### src/rtl/clock_time_if.sv
// Bundle between the tick/button front end (master) and the time-keeping controller (slave).
// Inputs are plain one-cycle-sampled levels; all outputs are registered and held until the next change.
`timescale 1ns/1ps
interface clock_time_if;
  logic        sec_tick;
  logic        btn_mode;
  logic        btn_inc;
  logic [10:0] bin_time;
  logic [1:0]  set_mode;
  logic [5:0]  sec_count;

  modport master (
    output sec_tick, btn_mode, btn_inc,
    input  bin_time, set_mode, sec_count
  );

  modport slave (
    input  sec_tick, btn_mode, btn_inc,
    output bin_time, set_mode, sec_count
  );
endinterface

### src/rtl/clock_time_controller.sv
// 12-hour AM/PM clock with seconds prescale and a RUN / SET_HR / SET_MIN adjust FSM.
// set_mode doubles as the exposed FSM state.
`timescale 1ns/1ps
module clock_time_controller #(
  parameter int SEC_PER_MIN = 60
) (
  input  logic         clk,
  input  logic         reset,
  clock_time_if.slave  bus
);
  typedef enum logic [1:0] {
    RUN     = 2'b00,
    SET_HR  = 2'b01,
    SET_MIN = 2'b10
  } mode_e;

  localparam logic [5:0] SEC_LAST = 6'(SEC_PER_MIN - 1);

  mode_e       state, state_nx;
  logic        am, am_nx;
  logic [3:0]  hour, hour_nx;
  logic [5:0]  minute, minute_nx;
  logic [5:0]  sec, sec_nx;

  logic        mode_q, mode_d, mode_arm;
  logic        inc_q, inc_d, inc_arm;
  logic        mode_press, inc_press;
  logic [3:0]  hour_inc;
  logic        am_inc;
  logic [5:0]  minute_inc;
  logic        min_wrap;

  // The arm flags stay low while a button is held through reset, so the
  // cleared edge registers cannot fake a rising edge on release of reset.
  always_ff @(posedge clk) begin
    if (reset) begin
      mode_q   <= 1'b0;
      mode_d   <= 1'b0;
      inc_q    <= 1'b0;
      inc_d    <= 1'b0;
      mode_arm <= ~bus.btn_mode;
      inc_arm  <= ~bus.btn_inc;
    end else begin
      mode_q   <= bus.btn_mode;
      mode_d   <= mode_q;
      inc_q    <= bus.btn_inc;
      inc_d    <= inc_q;
      mode_arm <= mode_arm | ~bus.btn_mode;
      inc_arm  <= inc_arm | ~bus.btn_inc;
    end
  end

  always_ff @(posedge clk) begin
    if (reset) begin
      state  <= RUN;
      am     <= 1'b1;
      hour   <= 4'd12;
      minute <= 6'd0;
      sec    <= 6'd0;
    end else begin
      state  <= state_nx;
      am     <= am_nx;
      hour   <= hour_nx;
      minute <= minute_nx;
      sec    <= sec_nx;
    end
  end

  always_comb begin
    mode_press = mode_q & ~mode_d & mode_arm;
    inc_press  = inc_q & ~inc_d & inc_arm & ~mode_press;
    hour_inc   = (hour == 4'd12) ? 4'd1 : hour + 4'd1;
    am_inc     = (hour == 4'd11) ? ~am : am;
    min_wrap   = (minute == 6'd59);
    minute_inc = min_wrap ? 6'd0 : minute + 6'd1;

    state_nx  = state;
    am_nx     = am;
    hour_nx   = hour;
    minute_nx = minute;
    sec_nx    = sec;

    unique case (state)
      RUN: begin
        if (mode_press) state_nx = SET_HR;
        if (bus.sec_tick) begin
          if (sec == SEC_LAST) begin
            sec_nx    = 6'd0;
            minute_nx = minute_inc;
            if (min_wrap) begin
              hour_nx = hour_inc;
              am_nx   = am_inc;
            end
          end else begin
            sec_nx = sec + 6'd1;
          end
        end
      end
      SET_HR: begin
        if (mode_press) begin
          state_nx = SET_MIN;
        end else if (inc_press) begin
          hour_nx = hour_inc;
          am_nx   = am_inc;
        end
      end
      SET_MIN: begin
        if (mode_press) begin
          state_nx = RUN;
          sec_nx   = 6'd0;
        end else if (inc_press) begin
          minute_nx = minute_inc;
        end
      end
      default: state_nx = RUN;
    endcase
  end

  assign bus.bin_time  = {am, hour, minute};
  assign bus.set_mode  = state;
  assign bus.sec_count = sec;
endmodule

### src/flat_wrapper.sv
// flat-port wrapper written by rule: the top's interface ports become plain ports
module clock_time_controller_flat 
#(
  parameter int SEC_PER_MIN = 60
)
  (clk, reset, bus_sec_tick, bus_btn_mode, bus_btn_inc, bus_bin_time, bus_set_mode, bus_sec_count);
  clock_time_if bus_i ();
  input  logic clk;
  input  logic reset;
  input wire logic [$bits(bus_i.sec_tick)-1:0] bus_sec_tick;
  input wire logic [$bits(bus_i.btn_mode)-1:0] bus_btn_mode;
  input wire logic [$bits(bus_i.btn_inc)-1:0] bus_btn_inc;
  output wire logic [$bits(bus_i.bin_time)-1:0] bus_bin_time;
  output wire logic [$bits(bus_i.set_mode)-1:0] bus_set_mode;
  output wire logic [$bits(bus_i.sec_count)-1:0] bus_sec_count;
  assign bus_i.sec_tick = bus_sec_tick;
  assign bus_i.btn_mode = bus_btn_mode;
  assign bus_i.btn_inc = bus_btn_inc;
  assign bus_bin_time = bus_i.bin_time;
  assign bus_set_mode = bus_i.set_mode;
  assign bus_sec_count = bus_i.sec_count;
  clock_time_controller #(.SEC_PER_MIN(SEC_PER_MIN)) u_core (.clk(clk), .reset(reset), .bus(bus_i));
endmodule
### config.mk
export PLATFORM = sky130hd
export DESIGN_NAME = clock_time_controller_flat
export DESIGN_NICKNAME = d
export VERILOG_FILES = /design/src/rtl/clock_time_if.sv /design/src/rtl/clock_time_controller.sv /design/src/flat_wrapper.sv
export SDC_FILE = /design/constraint.sdc
export NUM_CORES = 1
export LEC_CHECK = 0
export CAP_MARGIN = 10
export CELL_PAD_IN_SITES_DETAIL_PLACEMENT = 1
export CELL_PAD_IN_SITES_GLOBAL_PLACEMENT = 1
export CORE_UTILIZATION = 35
export CTS_BUF_LIST = sky130_fd_sc_hd__clkbuf_4
export DETAILED_ROUTE_END_ITERATION = 8
export GPL_TIMING_DRIVEN = 0
export PLACE_DENSITY_LB_ADDON = 0.1
export SYNTH_ARGS = -nofsm -noshare
export SYNTH_HDL_FRONTEND = slang
export SYNTH_SLANG_ARGS = --single-unit
### constraint.sdc
create_clock -name clk -period 2.5 [get_ports clk]
set_input_delay 0.5 -clock clk [delete_from_list [all_inputs] [get_ports clk]]
set_output_delay 0.5 -clock clk [all_outputs]
set_load 0.01 [all_outputs]
==> results of run 1 <==
[per-layer routing]
metal / track usage (%) / share of wire (%) / up-vias
met5: 0 / 0 / -
met4: 7.792 / 1.8 / 0
met3: 2.559 / 2.8 / 6
met2: 29.83 / 50 / 20
met1: 20.92 / 46 / 488
li1: - / - / 516
[how the worst max path moves through the flow]
stage,startpoint,cells after the start,end
floorplan,u_core.bus.set_mode[1],5,u_core.minute[4]
global placement,bus_sec_tick,5,u_core.bus.sec_count[4]
detailed placement,bus_sec_tick,5,u_core.bus.sec_count[4]
CTS,u_core.bus.sec_count[0],7,u_core.hour[3]
global route,u_core.bus.sec_count[0],7,u_core.hour[3]
finish,u_core.bus.sec_count[0],7,u_core.hour[3]
[power by group through the flow]
stage	combinational (µW)	clock, µW	sequential [µW]
final	64.4	195	418
after global placement	63.1	0	425
after floorplan	36.5	0	427
after detailed placement	65.3	0	427
after global routing	71.5	221	420
after CTS	65.6	206	418
[registers in the layout, summed over array words and instances, names as in the netlist]
signal / cells
u_core.bus.sec_count: 6
u_core.minute: 6
u_core.hour: 4
u_core.bus.set_mode: 2
u_core.am: 1
u_core.inc_arm: 1
u_core.inc_d: 1
u_core.inc_q: 1
u_core.mode_arm: 1
u_core.mode_d: 1
u_core.mode_q: 1
[stage by stage]
stage / hold slack [ns] / instances / area (µm²)
after global routing: 0.5106 / 203 / 1508
after floorplan: 0.4297 / 133 / 1202
final: 0.4771 / 203 / 1508
after detailed placement: 0.4552 / 199 / 1478
after global placement: 0.4436 / 199 / 1478
after CTS: 0.4791 / 203 / 1508
[cell families (layout without fill, tap and decap cells)]
logic type	count (synthesis)	after routing	synth area share [%]
xor+xnor	5	5	3.642
simple gates	53	53	24.87
buf+inv	14	40	5.308
mux	6	6	4.995
fa+ha+maj	4	4	4.162
flops	25	25	41.62
compound gates	26	26	15.40
[layout make-up]
type	instances	area (µm²)	share of cell area (%)
Buffer	7	37.54	2.490
Clock buffer	4	30.03	1.992
Tap cell	44	55.05	3.651
Sequential cell	25	500.5	33.19
Multi-Input combinational cell	94	638.1	42.32
Inverter	7	26.28	1.743
Timing Repair Buffer	22	220.2	14.61
[placed cells by master (no fill, tap or decap), types with 2 or more instances in the layout]
master	count
nor4_1	2
ha_1	4
and3b_1	2
nand4b_1	2
clkbuf_1	5
nor3b_1	3
clkbuf_4	4
nor3_1	5
dfxtp_1	25
nor2b_1	7
a32o_1	2
xnor2_1	5
a31oi_1	2
a21oi_1	6
clkdlybuf4s50_1	22
inv_1	7
mux2i_1	6
nand2_1	6
nor2_1	18
a21boi_0	2
o21ai_0	6
==> flow_summary.yaml, run 1 <==
worst_setup_path:
  crit_slowest_cell: "dfxtp_1"
  critical_path_arrival_ns: 2.32
  critPathMaxStageDelay_ns: 0.43
  endpoint_kind: "register"
  reg2reg_slack_ns: 0.41
  required_ns: 2.73
  r2r_cells: 7
  r2r-end: "u_core.hour[3]"
  critical_path.cell_chain: "ha_1, and3b_1, nor2b_1, a32o_1, clkbuf_1, a21boi_0, a211o_1"
  cp-start-kind: "register"
  crit_family: "compound AO/OA/AOI/OAI gates"
  critPathKind: "reg -> reg"
  path_buf_inv: 1
  cp_max_fo: 9
  r2r_start: "u_core.bus.sec_count[0]"
cts:
  clock_path_buffers: 2
  cts_hold_buf: 0
  cts_resized: 0
  post_cts_buffers: 0
  numCtsBuffers: 3
  cts_root_buffer: "clkbuf_4"
  cts_tree: "built"
  htree_levels: 1
  clkLatencyLatePin_ns: 0.32
  clock_sinks: 25
  clkSlewWorstSetupHoldPaths_ns: 0.13
floorplanning:
  die_x_um: 60.61
  die-area_um2: 3674
  start_util_pct: 38.13
  die_y_um: 60.61
  ios: 24
  core_region_area_um2: 3153
  fp-row-count: 20
yosys:
  syn_nets: 142
  ys_seq_area_share_pct: 41.62
  ys_seq_elements: 25
  yosys-top-cells-area: "dfxtp_1 (42%), nor2_1 (5.6%), mux2i_1 (5.0%), ha_1 (4.2%), nor2b_1 (3.6%)"
  synth_cell_types: 37
  yosys_warnings: 0
  synth_top_area_share_pct: 41.62
  synth_edf_count: 0
  synth_common_cells: "dfxtp_1 (25), nor2_1 (18), inv_1 (7), nor2b_1 (7)"
  synth_cells: 133
  synth_most_common_cell: "dfxtp_1"
  async_flop_share_pct: 0
  syn_area_um2: 1202
  yosys_most_used_dff: "dfxtp_1"
  synth_area_leader_cell: "dfxtp_1"
  avgSynthCellArea_um2: 9.041
power:
  clkPwrFrac_pct: 28.8
  pwr-share-comb_pct: 9.5
  p_seq_share_pct: 61.7
  p_total_uw: 676.9
  intPower_uw: 514.1
  switching_power_uw: 162.7
  leakagePower_uw: 0.0005261
  power.density_nw_per_um2: 448.9
  sw_frac_of_total_pct: 24.04
  vdd_drop_max_uv: 241.3
place:
  dp_worst_setup_slack_ns: 0.2527
  dpl.hpwl_um: 2010
  io_buffers: 22
  place.gp.congestion: 0.7705
min_path:
  whs_endpoint: "u_core.inc_d"
  hold_path.class: "reg -> reg"
  hp-start: "u_core.inc_q"
  whs_path_depth: 1
global_routing:
  grt_antenna_before_repair: 0
  grt_overflow_total: 0
  grt_max_degree: 14
  grt_pass1_vias: 1058
  grt_pass1_wl_um: 4636
  grt.total_usage_pct: 17.16
timing:
  tns_ns: 0
  period_share_pct: 83.75
  grt_setup_unrepaired: "no"
  fmaxAchievable_mhz: 477.6
  tightest_slew_ns: 0.5210
  setup_viol_count_final: 0
  slew_headroom_pct: 65.27
  min_period_ns: 2.094
  fin_skew_ns: 0.001114
  final-max-slew-violation-count: 0
  hold_viol: 0
  setup_slack_ns: 0.4062
final_layout:
  syn2layout_area_growth_pct: 25.39
  drive_gt1_share_pct: 7.547
  num_antenna_cells: 0
  fillers: 395
  nets: 169
  utilization_pct: 47.82
route:
  ant_nets: 0
  wl_per_cell_um: 12.77
  routed_wl_um: 2593
  dr.first_iter.drc_count: 21
  drt_pre_antenna_iters: 4
  drc: 0
  avgViaCountPerCell: 5.074
  routed-via-count: 1030
job:
  cap_violations: 0
status:
  outcome: "completed"
No activity file was read; power rests on OpenSTA's default activity.
==> run 2, diff against run 1 <==
==> constraint.sdc (replaced) <==
create_clock -name clk -period 1.8 [get_ports clk]
set_input_delay 0.36 -clock clk [delete_from_list [all_inputs] [get_ports clk]]
set_output_delay 0.36 -clock clk [all_outputs]
set_load 0.01 [all_outputs]
==> flow_summary.yaml, run 2 (synthesis gave the netlist of run 1 again) <==
route:
  dr.first_iter.drc_count: 61
  ant_nets: 0
  avgViaCountPerCell: 5.038
  routed-via-count: 1063
  drt_pre_antenna_iters: 4
  wl_per_cell_um: 13.94
  drc: 0
  routed_wl_um: 2941
timing:
  tightest_slew_ns: 0.5370
  setup_slack_ns: -0.04816
  fmaxAchievable_mhz: 541.1
  slew_headroom_pct: 64.20
  fin_skew_ns: 0.01276
  min_period_ns: 1.848
  grt_setup_unrepaired: "yes"
  setup_viol_count_final: 2
  final-max-slew-violation-count: 0
  period_share_pct: 102.7
  tns_ns: -0.06373
  hold_viol: 0
floorplanning:
  core_region_area_um2: 3153
  die-area_um2: 3674
  fp-row-count: 20
  die_x_um: 60.61
  die_y_um: 60.61
  start_util_pct: 38.13
  ios: 24
final_layout:
  seq_area_um2: 513.0
  layout_common_cells: "clkdlybuf4s50_1 (22), dfxtp_1 (19), nor2_1 (18)"
  nets: 177
  postLayoutCellArea_um2: 1657
  drive_gt1_share_pct: 23.95
  fillers: 382
  syn2layout_area_growth_pct: 37.77
  final_common_cell: "clkdlybuf4s50_1"
  utilization_pct: 52.54
  fin_cells: 211
  multiInputGateArea_um2: 708.2
  num_antenna_cells: 0
cts:
  numCtsBuffers: 3
  clock_sinks: 25
  cts_root_buffer: "clkbuf_4"
  clkLatencyLatePin_ns: 0.33
  clock_path_buffers: 2
  cts_tree: "built"
  clkSlewWorstSetupHoldPaths_ns: 0.15
  htree_levels: 1
worst_setup_path:
  critical_path_arrival_ns: 2.09
  crit_slowest_cell: "dfxtp_2"
  endpoint_kind: "register"
  cp-start-kind: "register"
  critical_path.cell_chain: "ha_4, nand3b_1, nor4_2, a32o_2, buf_6, a21boi_0, a211o_1"
  critPathMaxStageDelay_ns: 0.40
  path_buf_inv: 1
  cp_max_fo: 5
  critPathKind: "reg -> reg"
  crit_family: "compound AO/OA/AOI/OAI gates"
  required_ns: 2.04
power:
  leakagePower_uw: 0.0005879
  vdd_drop_max_uv: 283.4
  p_total_uw: 958.5
  power.density_nw_per_um2: 578.6
place:
  io_buffers: 22
  place_inst: 199
  dpl_cell_area_um2: 1480
  dpl.hpwl_um: 2018
  place.gp.congestion: 0.7918
min_path:
  hold_path.class: "in -> reg"
job:
  cap_violations: 0
global_routing:
  grt_pass1_vias: 1036
  grt_antenna_before_repair: 0
  grt_pass1_wl_um: 4809
  grt.total_usage_pct: 17.62
  grt_overflow_total: 0
  grt_max_degree: 14
status:
  violations: "negative setup slack"
  outcome: "finished with violations"
run 2: changes by cell type in the layout (fill, tap and decap cells not counted), moves of 3 or more:
cell,previous run,this run
clkbuf_1,5,2
dfxtp_1,25,19
dfxtp_2,0,4
buf_4,1,9
run 2: area by class of cell:
class                   count  share of cell area [%]
inverters                   7                   1.586
repair buffers             31                   17.22
plain buffers               6                   2.341
multi-input cells          94                   42.75
flip-flops and latches     25                   30.97
clock buffers               4                   1.813
well taps                  44                   3.323
run 2: stage by stage:
step / setup slack, ns / hold slack, ns
3_5_place_dp: -0.2924 / 0.4596
4_1_cts: -0.08643 / 0.4015
3_3_place_gp: -0.2666 / 0.4432
6_report: -0.04816 / 0.4102
5_1_grt: -0.1171 / 0.4484
2_1_floorplan: -0.05106 / 0.4297
run 2: metal layers:
layer | GRT usage [%] | part of all wire, % | wire, µm | vias up
met5 | 0 | 0 | 0 | -
met4 | 6.818 | 1.4 | 40 | 0
met3 | 1.919 | 2.0 | 59 | 4
met2 | 29.98 | 50 | 1479 | 16
met1 | 22.94 | 46 | 1362 | 508
li1 | - | - | - | 535
run 2: final timing paths:
| path | endpoint | cells past startpoint | slack, ns | start |
|---|---|---|---|---|
| worst max-delay path | u_core.hour[3] | 7 | -0.05 | u_core.minute[1] |
| worst min-delay path | u_core.inc_d | 2 | 0.41 | reset |
| worst max register to register | u_core.hour[3] | 7 | -0.05 | u_core.minute[1] |
| worst min register to register | u_core.mode_arm | 2 | 0.47 | u_core.mode_arm |
run 2: power by group:
group	switching (µW)	internal, µW	total (µW)	leakage [µW]
Clock	175	102	276	0.0000184
Combinational	52.3	50.6	103	0.000363
Sequential	11.2	568	579	0.000206
Total	238	721	959	0.000588
run 2: timing repair:
item,CTS,global route
pin swaps,5,5
endpoints found under the setup margin,11,11
cloned,0,1
gates resized for setup,9,22
hold buffers,0,0
setup buffers,5,3
==> run 3, diff against run 2 <==
--- a/config.mk
+++ b/config.mk
@@ -12,6 +12,7 @@
 export CTS_BUF_LIST = sky130_fd_sc_hd__clkbuf_4
 export DETAILED_ROUTE_END_ITERATION = 8
 export GPL_TIMING_DRIVEN = 0
+export HOLD_SLACK_MARGIN = 0.05
 export PLACE_DENSITY_LB_ADDON = 0.1
 export SYNTH_ARGS = -nofsm -noshare
 export SYNTH_HDL_FRONTEND = slang
==> results of run 3 <==
The final DEF is identical to that of run 2; final timing and power are the same.
